--- src/rtl/comparator_4bit_pkg.sv ---
// Shared opcode encoding and default operand width for the comparator slice.
package comparator_4bit_pkg;

    localparam int CMP_DEFAULT_WIDTH = 4;

    typedef enum logic [1:0] {
        CMP_LT = 2'b00,
        CMP_EQ = 2'b01,
        CMP_GT = 2'b10,
        CMP_NE = 2'b11
    } cmp_op_e;

endpackage

--- src/rtl/cmp_bit_cell.sv ---
// One bit of an MSB-first magnitude cascade: once an upstream bit has decided
// the order, lower bits can no longer change it.
module cmp_bit_cell (
    input  logic a_i,
    input  logic b_i,
    input  logic gt_in,
    input  logic lt_in,
    output logic gt_out,
    output logic lt_out
);

    logic undecided;

    always_comb begin
        undecided = ~(gt_in | lt_in);
        gt_out    = gt_in | (undecided & a_i & ~b_i);
        lt_out    = lt_in | (undecided & ~a_i & b_i);
    end

endmodule

--- src/rtl/comparator_4bit.sv ---
// Registered unsigned comparator: lt/eq/gt flags plus an opcode-selected result,
// all available one cycle after the operands are sampled.
module comparator_4bit
    import comparator_4bit_pkg::*;
#(
    parameter int DATA_WIDTH = CMP_DEFAULT_WIDTH
) (
    input  logic                  clk,
    input  logic                  rst,
    input  logic [DATA_WIDTH-1:0] data_A,
    input  logic [DATA_WIDTH-1:0] data_B,
    input  logic [1:0]            select,
    output logic                  result,
    output logic                  lt,
    output logic                  eq,
    output logic                  gt
);

    // Chain index DATA_WIDTH is the "nothing decided yet" seed above the MSB.
    logic [DATA_WIDTH:0] gt_chain;
    logic [DATA_WIDTH:0] lt_chain;

    assign gt_chain[DATA_WIDTH] = 1'b0;
    assign lt_chain[DATA_WIDTH] = 1'b0;

    for (genvar i = DATA_WIDTH - 1; i >= 0; i--) begin : g_cell
        cmp_bit_cell u_cell (
            .a_i    (data_A[i]),
            .b_i    (data_B[i]),
            .gt_in  (gt_chain[i+1]),
            .lt_in  (lt_chain[i+1]),
            .gt_out (gt_chain[i]),
            .lt_out (lt_chain[i])
        );
    end

    logic result_d, lt_d, eq_d, gt_d;
    logic result_q, lt_q, eq_q, gt_q;

    always_comb begin
        gt_d = gt_chain[0];
        lt_d = lt_chain[0];
        eq_d = ~(gt_chain[0] | lt_chain[0]);
        case (cmp_op_e'(select))
            CMP_LT:  result_d = lt_d;
            CMP_EQ:  result_d = eq_d;
            CMP_GT:  result_d = gt_d;
            CMP_NE:  result_d = ~eq_d;
            default: result_d = 1'b0;
        endcase
    end

    always_ff @(posedge clk or posedge rst) begin
        if (rst) begin
            result_q <= 1'b0;
            lt_q     <= 1'b0;
            eq_q     <= 1'b1;
            gt_q     <= 1'b0;
        end else begin
            result_q <= result_d;
            lt_q     <= lt_d;
            eq_q     <= eq_d;
            gt_q     <= gt_d;
        end
    end

    assign result = result_q;
    assign lt     = lt_q;
    assign eq     = eq_q;
    assign gt     = gt_q;

endmodule

--- config.mk ---
export PLATFORM = sky130hd
export DESIGN_NAME = comparator_4bit
export DESIGN_NICKNAME = d
export VERILOG_FILES = /design/src/rtl/comparator_4bit_pkg.sv /design/src/rtl/cmp_bit_cell.sv /design/src/rtl/comparator_4bit.sv
export SDC_FILE = /design/constraint.sdc
export NUM_CORES = 1
export LEC_CHECK = 0
export ABC_AREA = 1
export ABC_CLOCK_PERIOD_IN_PS = 800
export CORE_AREA = 5 5 42 44
export CTS_BUF_LIST = sky130_fd_sc_hd__clkbuf_8
export DETAILED_ROUTE_END_ITERATION = 10
export DIE_AREA = 0 0 47 49
export PLACE_DENSITY = 0.62
export SYNTH_ARGS = -nofsm -noshare
export SYNTH_HDL_FRONTEND = slang
export SYNTH_SLANG_ARGS = --single-unit
--- constraint.sdc ---
create_clock -name clk -period 0.8 [get_ports clk]
set_input_delay 0.08 -clock clk [delete_from_list [all_inputs] [get_ports clk]]
set_output_delay 0.08 -clock clk [all_outputs]
set_load 0.05 [all_outputs]
=== Yosys cells after proc, flatten, opt, wreduce, memory -nomap -nowiden ===
Cells that the tools add are included.

* Logic and storage cells: 45
* Output and inout bits: 4
* Flip-flop bits (word level): 4

* Eq/ne operators: 3
* Reductions and logical operators: 1
* Muxes and demuxes: 1
* Bitwise logic cells: 36

{| class="wikitable"
|+ Operators by type and width
! kind !! count
|-
| 1-bit AND || 14
|-
| 1-bit NOT || 12
|-
| 1-bit OR || 10
|-
| 2-bit == test, second input constant || 2
|-
| 1-bit one-hot mux with 4 select lines || 1
|-
| 2-bit by 1-bit == test with 1-bit output, second input constant || 1
|-
| 2-bit logical NOT || 1
|}

=== Depth between registers and ports, before layout ===
Gate-level depths: netlist of the first run.

* Word-level depth: 20
* Depth in mapped cells: 11
* Mapped depth without buffers: 11

=== By module ===
From an unflattened synthesis of the first run, not the netlist that was laid out.

* Cells, all modules: 48
* Area, all modules: 277.8 sq um

{| class="wikitable"
|+ By module, submodules not included
! module !! cells an instance !! instances !! area an instance (sq um) !! sequential area each (sq um)
|-
| comparator_4bit || 16 || 1 || 152.6 || 101.3
|-
| cmp_bit_cell || 8 || 4 || 31.3 || 0.0
|}

=== Worst setup path before layout of the first run ===
OpenSTA, ideal clock, no wires.

* Kind: input port to flip-flop
* From: in data_A[3]
* To: reg result_q (netlist: result)
* Arrival time: 994 ps
* Setup slack: -326 ps
* Setup time: 132 ps
* Stages on the path: 10
* Cell sequence: inv_1 -> ha_1 -> nand2_1 -> nor2_1 -> nor2_2 -> nand2_1 -> inv_2 -> nand2_4 -> o21bai_1 -> nand4_1

* Cells in the longest elaborated chain, start to end: 20
* Elaborated cells between the ends (all ways): 30
* Those cells by class: 1 x mux; 29 x bitwise

{| class="wikitable"
|+ RTL lines
! what !! RTL line !! RTL
|-
| start, declared || comparator_4bit.sv:10 || <nowiki>input logic [DATA_WIDTH-1:0] data_A,</nowiki>
|-
| 1-bit NOT || cmp_bit_cell.sv:17 || <nowiki>lt_out = lt_in | (undecided & ~a_i & b_i);</nowiki>
|-
| 1-bit AND || cmp_bit_cell.sv:17 ||
|-
| 1-bit OR || cmp_bit_cell.sv:15 || <nowiki>undecided = ~(gt_in | lt_in);</nowiki>
|-
| 1-bit NOT || cmp_bit_cell.sv:15 ||
|-
| 1-bit AND (on tied branches) (2 in a row) || cmp_bit_cell.sv:16, cmp_bit_cell.sv:17 ||
|-
| 1-bit OR (on tied branches) || cmp_bit_cell.sv:16, cmp_bit_cell.sv:17 ||
|-
| 1-bit OR || cmp_bit_cell.sv:15 ||
|-
| 1-bit NOT || cmp_bit_cell.sv:15 ||
|-
| [... 4 more ...] || n/a ||
|-
| 1-bit NOT || cmp_bit_cell.sv:15 ||
|-
| 1-bit AND (2 in a row) || cmp_bit_cell.sv:16 || <nowiki>gt_out = gt_in | (undecided & a_i & ~b_i);</nowiki>
|-
| 1-bit OR * || cmp_bit_cell.sv:16 ||
|-
| net g_cell[0].u_cell.gt_out || cmp_bit_cell.sv:8 || <nowiki>output logic gt_out,</nowiki>
|-
| 1-bit OR || comparator_4bit.sv:43 || <nowiki>eq_d = ~(gt_chain[0] | lt_chain[0]);</nowiki>
|-
| 1-bit NOT || comparator_4bit.sv:43 ||
|-
| 1-bit one-hot mux with 4 select lines * || comparator_4bit.sv:44 || <nowiki>case (cmp_op_e'(select))</nowiki>
|-
| net result_d || comparator_4bit.sv:37 || <nowiki>logic result_d, lt_d, eq_d, gt_d;</nowiki>
|-
| end signal, assigned || comparator_4bit.sv:60 || <nowiki>result_q <= result_d;</nowiki>
|-
| end, declared || comparator_4bit.sv:38 || <nowiki>logic result_q, lt_q, eq_q, gt_q;</nowiki>
|}

Mark *: on every way through the listed nets, which the timed path passes. The rest lies on a longest branch.

=== Final worst setup path of the first run ===
* From: in data_B[3]
* To: reg result_q (netlist: result)

* Cells in the longest elaborated chain, start to end: 20
* Elaborated cells between the ends (all ways): 30
* Those cells by class: 1 x mux; 29 x bitwise

{| class="wikitable"
|+ RTL lines
! what !! RTL line !! RTL
|-
| start, declared || comparator_4bit.sv:11 || <nowiki>input logic [DATA_WIDTH-1:0] data_B,</nowiki>
|-
| 1-bit NOT || cmp_bit_cell.sv:16 ||
|-
| 1-bit AND || cmp_bit_cell.sv:16 ||
|-
| 1-bit OR || cmp_bit_cell.sv:15 ||
|-
| 1-bit NOT || cmp_bit_cell.sv:15 ||
|-
| 1-bit AND (on tied branches) (2 in a row) || cmp_bit_cell.sv:16, cmp_bit_cell.sv:17 ||
|-
| 1-bit OR (on tied branches) || cmp_bit_cell.sv:16, cmp_bit_cell.sv:17 ||
|-
| 1-bit OR || cmp_bit_cell.sv:15 ||
|-
| 1-bit NOT || cmp_bit_cell.sv:15 ||
|-
| [... 4 more ...] || n/a ||
|-
| 1-bit NOT || cmp_bit_cell.sv:15 ||
|-
| 1-bit AND (2 in a row) || cmp_bit_cell.sv:17 ||
|-
| 1-bit OR * || cmp_bit_cell.sv:17 ||
|-
| net g_cell[0].u_cell.lt_out || cmp_bit_cell.sv:9 || <nowiki>output logic lt_out</nowiki>
|-
| 1-bit OR || comparator_4bit.sv:43 ||
|-
| 1-bit NOT || comparator_4bit.sv:43 ||
|-
| 1-bit one-hot mux with 4 select lines * || comparator_4bit.sv:44 ||
|-
| net result_d || comparator_4bit.sv:37 ||
|}

Marks and branches as above.

==> results.toml, run 1 <==
[pwr]
total_power_mw = 1.102
pwr_density_cell_nw_per_um2 = 1714
leakagePower_nw = 0.3245
ir_drop_v = 0.0005921

[grt]
overflow = 0
antenna_found_initial = 0
grt_max_degree = 5
grtUsageTotal_pct = 6.488
grt_pass1_wl_mm = 1.090
grt_pass1_vias = 309

[clocking]
cts_buffers = 3
cts_root_buf = "clkbuf_8"
cts_tree = "done"
clockBufferDepth = 2
cts_setup_buffers = 0
cts.sinks = 4
clk_pin_slew_ns = 0.04
htree_num_levels = 1

[cells_and_area]
num-fill-cells = 144
drive_above_1_share_pct = 46.97
final_cell_mix = "inv_1, nand2_1, dlygate4sd2_1"
fin_util_pct = 45.89
diodes = 0
fin_area_um2 = 643.1
mostFrequentLayoutCell = "inv_1"
final_cells = 82
multi_input_area_um2 = 231.5
nets = 81
seqCellArea_um2 = 101.3
syn_to_final_growth_pct = 86.23

[placed_design]
placed_cell_area_um2 = 570.5
dp.cells = 78
dp_slack_ns = -0.8893
dp_hpwl_um = 603.3
numPortBuffers = 15
globalplace.congestion = 0.7302

[floorplan]
io_pins = 16
core_um2 = 1401
die-area_um2 = 2303
row_count = 14
die_h_um = 49
initial_core_util_pct = 24.64
die-width_um = 47

[synth]
yosys-top-cells-area = "dfrtp_1, inv_1, nand3_2, dfstp_2, nand2_1"
synth_nets = 61
yosysWarnings = 0
yosysSeqAreaShare_pct = 29.35
synthesis.instances = 47
ys_ff_latch = 4
synth_cell_types = 18
synth_area_um2 = 345.3
synth_top_area_cell = "dfrtp_1"
syn_area_per_cell_um2 = 7.347
synth_top_area_share_pct = 21.74

[timing]
finalCriticalPeriod_ns = 0.9603
maxClockFrequency_ghz = 1.041
finalHoldViolations = 0
worst_slack_ns = -0.1603
drv_slew = 0
slew_headroom_pct = 90.30
worst_pin_slew_ns = 0.1453
hold_slack_ns = 0.04656
tns_ns = -0.4259
fin_crit_sh_pct = 120.0
rsz0062_at_grt = "yes"
setup-violations-final = 5

[status]
violations = "setup timing"
outcome = "finished, violations left"

[job]
cap_violations = 0

[critical_path]
crit_type = "in2reg"
crit_fanout = 4
cp.arrival_ns = 1.04
cp-end-kind = "register"
cp.required_ns = 0.88
startpoint_type = "input port"

[drt]
totalWireLength_um = 711
first_pass_iters = 3
drtIter0Drc = 1
via_per_inst = 4.159
ant_nets = 0
dr_total_vias = 341
routedWlPerCell_um = 8.671
drcViolationCount = 0

[worst_hold_path]
hold_class = "in2async"
## cell families after synthesis
group | synth area share [%]
buf+inv | 15.58
fa+ha+maj | 7.245
compound gates | 2.175
simple gates | 45.65
flops | 29.35
## final cells by class
| type | count | share of cell area (%) |
|---|---|---|
| timing repair buffer | 15 | 29.38 |
| inverter | 14 | 8.755 |
| clock buffer | 3 | 6.420 |
| tap | 16 | 3.113 |
| sequential | 4 | 15.76 |
| clock inverter | 1 | 0.5837 |
| multi-input combinational | 29 | 35.99 |
## state kept, by name, indices dropped and copies added, names as in the netlist
register	count
eq	1
gt	1
lt	1
result	1
## power by group
group | switching (mW) | internal [mW]
clock | 0.104 | 0.327
sequential | 0.0213 | 0.234
combinational | 0.216 | 0.199
## routing by layer
layer | vias up | GRT usage [%] | part of all wire [%]
met5 | - | 0 | 0
met4 | 0 | 2.765 | 0
met3 | 0 | 3.321 | 9.7
met2 | 10 | 12.44 | 57
met1 | 154 | 4.857 | 33
li1 | 177 | - | -
## repair_timing
| action | in CTS | in global routing |
|---|---|---|
| endpoints found under the setup margin | 8 | 6 |
| pin swaps | 15 | 2 |
| hold buffers | 0 | 0 |
| resized for setup | 24 | 2 |
| gates cloned | 0 | 0 |
## synthesized netlist by cell type
library cell / n
nor2_4: 1
inv_2: 2
dfrtp_1: 3
nand3_2: 3
nand2_4: 2
ha_1: 2
nor2_2: 1
nand2_2: 1
clkinv_1: 1
nand3_1: 3
clkinv_2: 1
nand3b_2: 1
nor2_1: 6
inv_1: 10
dfstp_2: 1
o21bai_1: 1
nand4_1: 1
nand2_1: 7
## worst max-delay path by stage
stage	start	end	cells after the start
after floorplan	data_B[3]	result	9
after global placement	data_A[3]	result	10
after detailed placement	data_A[3]	result	10
after CTS	data_A[3]	result	10
after global routing	data_A[3]	result	11
final	data_B[3]	result	9
## critical path, stage by stage
cell and delay [ns]:
buf_6 0.10, ha_4 0.28, nand3_2 0.08, nand3_2 0.11
nand2_2 0.06, clkinv_2 0.05, nand2_4 0.05, o21bai_1 0.14
nand4_1 0.09
Note: power is estimated with default switching activity, not from simulation.
==> run 2, diff against run 1 <==
ABC_CLOCK_PERIOD_IN_PS = 1140   (was 800)
clock period = 1.14 ns   (was 0.8 ns; I/O delays follow)
==> run 2 against run 1 <==
The flow now finishes without violations. First-iteration DRC count fell by 100%. Die area did not move. Combinational power fell by 27%. Setup slack improved by 0.26 ns. Hold slack improved by 0.039 ns. Flip-flop and latch count did not move. Critical endpoint unchanged. Global-route usage fell by 0.28 points. Utilization rose by 0.63 points.
==> results.toml, run 2 (same netlist as run 1, synthesis figures left out) <==
[timing]
tns_ns = 0
drv_slew = 0
worst_slack_ns = 0.1019
worst_pin_slew_ns = 0.1947
finalHoldViolations = 0
fin_crit_sh_pct = 91.06
maxClockFrequency_ghz = 0.9633
slew_headroom_pct = 87.02
rsz0062_at_grt = "no"
setup-violations-final = 0
finalCriticalPeriod_ns = 1.038

[floorplan]
io_pins = 16
die-width_um = 47
die_h_um = 49
core_um2 = 1401
initial_core_util_pct = 24.64
row_count = 14
die-area_um2 = 2303

[grt]
antenna_found_initial = 0
grtUsageTotal_pct = 6.206
grt_pass1_wl_um = 993
grt_pass1_vias = 282
overflow = 0
grt_max_degree = 5

[worst_hold_path]
hold_class = "in2async"

[cells_and_area]
mostFrequentLayoutCell = "inv_1"
fin_util_pct = 46.52
num-fill-cells = 157
fin_area_um2 = 651.9
syn_to_final_growth_pct = 88.77
diodes = 0
nets = 82
drive_above_1_share_pct = 46.27
seqCellArea_um2 = 101.3
final_cell_mix = "inv_1, nand2_1, clkdlybuf4s50_1"
multi_input_area_um2 = 239.0

[critical_path]
startpoint_type = "input port"
cp-end-kind = "register"
startpoint = "data_B[3]"
crit_fanout = 4
cp.arrival_ns = 1.12
crit_type = "in2reg"
cp.required_ns = 1.22
crit_path_end = "result"

[clocking]
cts_buffers = 3
ctsHoldBuffers = 0
clockBufferDepth = 2
htree_num_levels = 1
clk_pin_slew_ns = 0.03
cts_tree = "done"
cts.sinks = 4
cts_root_buf = "clkbuf_8"

[drt]
totalWireLength_um = 708
dr_total_vias = 355
drtIter0Drc = 0
routedWlPerCell_um = 8.530
first_pass_iters = 1
ant_nets = 0
via_per_inst = 4.277
drcViolationCount = 0

[placed_design]
dp_slack_ns = -0.5481
dp_hpwl_um = 583.4
globalplace.congestion = 0.6882
numPortBuffers = 15
placed_cell_area_um2 = 568.0

[pwr]
total_power_uw = 783.2
leakagePower_nw = 0.3316
pwr_density_cell_nw_per_um2 = 1202
ir_drop_v = 0.0004381

[job]
cap_violations = 0

[status]
outcome = "finished, final reports clean"
[run 2: changes by cell type in the layout (fill, tap and decap cells not counted)]
cell             delta
dlymetal6s2s_1      +1
nand3_4             +1
buf_4               +1
clkdlybuf4s50_1     +2
inv_1               +1
buf_2               +1
inv_4               -1
buf_8               -1
nand3_2             -1
dlygate4sd2_1       -3
[run 2: worst max-delay path, cell delays in order]
cell      delay, ns
buf_2          0.12
ha_4           0.29
nand3_2        0.08
nand3_2        0.12
nand2_2        0.06
clkinv_2       0.06
nand2_4        0.06
o21bai_1       0.14
nand4_1        0.08
[run 2: final cells by class]
| cell class | count | area share (%) |
|---|---|---|
| Clock buffer | 3 | 6.334 |
| Clock inverter | 1 | 0.5758 |
| Inverter | 14 | 8.253 |
| Multi-Input combinational cell | 29 | 36.66 |
| Sequential cell | 4 | 15.55 |
| Tap cell | 16 | 3.071 |
| Timing Repair Buffer | 16 | 29.56 |
[run 2: worst min path at each step]
stage | startpoint | endpoint | slack (ns) | cells past startpoint
global placement | rst | lt | 0.31 | 2
detailed placement | rst | gt | 0.31 | 2
finish | rst | lt | 0.09 | 2
global route | rst | gt | 0.12 | 2
floorplan | rst | gt | -0.12 | 1
CTS | rst | gt | 0.09 | 2
[run 2: timing repair]
item,in CTS,in global routing
pin swaps,8,8
gates cloned,0,0
resized for setup,16,6
buffers inserted,1,0
hold endpoints to repair,0,0
endpoints found under the setup margin,4,1
[run 2: per-layer routing]
layer  vias up  track usage [%]  share of wire (%)
met5         -                0                  0
met3         0            3.321                 12
met4         0            4.147                  0
met2        12            11.31                 57
li1        180                -                  -
met1       163            4.415                 30
[run 2: power breakdown]
part	internal, mW	total, mW	switching (mW)
sequential	0.164	0.179	0.0145
clock	0.230	0.302	0.0730
combinational	0.147	0.302	0.155
total	0.540	0.783	0.243
[run 2: through the flow]
step / hold WS [ns] / cells
after floorplan: -0.1206 / 47
after global placement: 0.3085 / 78
after detailed placement: 0.3107 / 78
after CTS: 0.08601 / 83
after global routing: 0.1171 / 83
final: 0.08521 / 83
==> run 3, diff against run 2 <==
SETUP_SLACK_MARGIN = 0.05   (was unset)
==> run 3 against run 2 <==
Power grew 1.9%. Count of clock-buffer cells in the layout is the same. Cell count grew 1.2%. Utilization grew 2.5 points. First-iteration DRC count is the same. Clock power is essentially flat. Global-route usage grew 1.2 points. Setup slack gained 0.024 ns. Critical endpoint unchanged.
==> results.toml, run 3 (same netlist as run 1, synthesis figures left out) <==
[grt]
antenna_found_initial = 0
grt_pass1_vias = 333
grtUsageTotal_pct = 7.410
grt_max_degree = 5
grt_pass1_wl_mm = 1.173
overflow = 0

[drt]
drcViolationCount = 0
ant_nets = 0
first_pass_iters = 1
via_per_inst = 4.095
totalWireLength_um = 720
drtIter0Drc = 0
routedWlPerCell_um = 8.571
dr_total_vias = 344

[timing]
hold_slack_ns = 0.08306
drv_slew = 0
maxClockFrequency_ghz = 0.9859
setup-violations-final = 0
worst_pin_slew_ns = 0.1976
finalHoldViolations = 0
slew_headroom_pct = 86.78
tns_ns = 0
fin_crit_sh_pct = 88.97
finalCriticalPeriod_ns = 1.014
rsz0062_at_grt = "yes"

[cells_and_area]
syn_to_final_growth_pct = 98.91
mostFrequentLayoutCell = "inv_1"
final_cells = 84
final_cell_mix = "inv_1, nand2_1, clkdlybuf4s50_1"
drive_above_1_share_pct = 48.53
nets = 83
diodes = 0

[critical_path]
cp-end-kind = "register"
crit_fanout = 4
startpoint_type = "input port"
cp.required_ns = 1.23
crit_type = "in2reg"
cp.arrival_ns = 1.10

[clocking]
cts.sinks = 4
cts_tree = "done"
clockBufferDepth = 2
clk_pin_slew_ns = 0.03
htree_num_levels = 1
cts_buffers = 3
ctsHoldBuffers = 0
cts_root_buf = "clkbuf_8"

[floorplan]
die_h_um = 49
die-area_um2 = 2303
die-width_um = 47
io_pins = 16
core_um2 = 1401
row_count = 14
initial_core_util_pct = 24.64

[pwr]
leakagePower_nw = 0.3315
ir_drop_v = 0.0004562
pwr_density_cell_nw_per_um2 = 1162

[worst_hold_path]
hold_class = "in2async"

[job]
cap_violations = 0

[status]
outcome = "finished, final reports clean"

[placed_design]
dp_hpwl_um = 595.1
globalplace.congestion = 0.6782
numPortBuffers = 15
dp.cells = 79
run 3: cell count changes in the layout (fill, tap and decap cells not counted), sizes merged:
| cell | before | now |
|---|---|---|
| buf | 7 | 8 |
| dlymetal6s2s | 1 | 0 |
| clkdlybuf4s15 | 0 | 1 |
run 3: layout make-up:
| type | instances | area [um2] |
|---|---|---|
| Timing Repair Buffer | 17 | 207.7 |
| Multi-Input combinational cell | 29 | 256.5 |
| Fill cell | 150 | 714.4 |
| Inverter | 14 | 56.30 |
| Sequential cell | 4 | 101.3 |
| Clock inverter | 1 | 3.754 |
| Tap cell | 16 | 20.02 |
| Clock buffer | 3 | 41.29 |
run 3: metal layers:
| layer | global-route usage [%] | routed length [um] | up-vias |
|---|---|---|---|
| met2 | 14.03 | 453 | 11 |
| met5 | 0 | 0 | - |
| met3 | 3.321 | 75 | 0 |
| met4 | 5.530 | 0 | 0 |
| met1 | 4.867 | 191 | 153 |
| li1 | - | - | 180 |
run 3: timing repair:
| item | in CTS | in global routing |
|---|---|---|
| pin swaps | 15 | 7 |
| buffers inserted | 1 | 0 |
| setup endpoints to repair | 4 | 1 |
| gates resized for setup | 23 | 6 |
run 3: power by group:
group / internal [mW] / leakage [nW] / switching, mW
clock: 0.230 / 0.0269 / 0.0736
sequential: 0.164 / 0.0455 / 0.0143
combinational: 0.156 / 0.259 / 0.160
run 3: critical path: stages:
cell	delay, ns
buf_8	0.10
inv_4	0.04
ha_4	0.21
nand2_2	0.06
nor2_2	0.04
nor2_2	0.13
nand2_1	0.08
inv_2	0.06
nand2_4	0.06
o21bai_1	0.11
nand4_1	0.08
run 3: through the flow:
stage / worst slack, ns / power, mW / instance area [um2] / utilization [%]
6_report: 0.1257 / 0.7981 / 686.9 / 49.02
5_1_grt: 0.04068 / 0.8455 / 686.9 / 49.02
4_1_cts: 0.1043 / 0.8063 / 666.9 / 47.59
3_5_place_dp: -0.5276 / 0.4694 / 575.6 / 41.07
3_3_place_gp: -0.5235 / 0.4653 / 575.6 / 41.07
2_1_floorplan: 0.05466 / 0.3261 / 357.8 / -
run 3: worst max-delay path by stage:
stage / startpoint / endpoint / slack, ns / cells after the start
3_5_place_dp: data_A[3] / result / -0.53 / 11
2_1_floorplan: data_A[3] / result / 0.05 / 10
4_1_cts: data_B[3] / result / 0.10 / 10
3_3_place_gp: data_A[3] / result / -0.52 / 11
6_report: data_A[3] / result / 0.13 / 11
5_1_grt: data_A[3] / result / 0.04 / 11
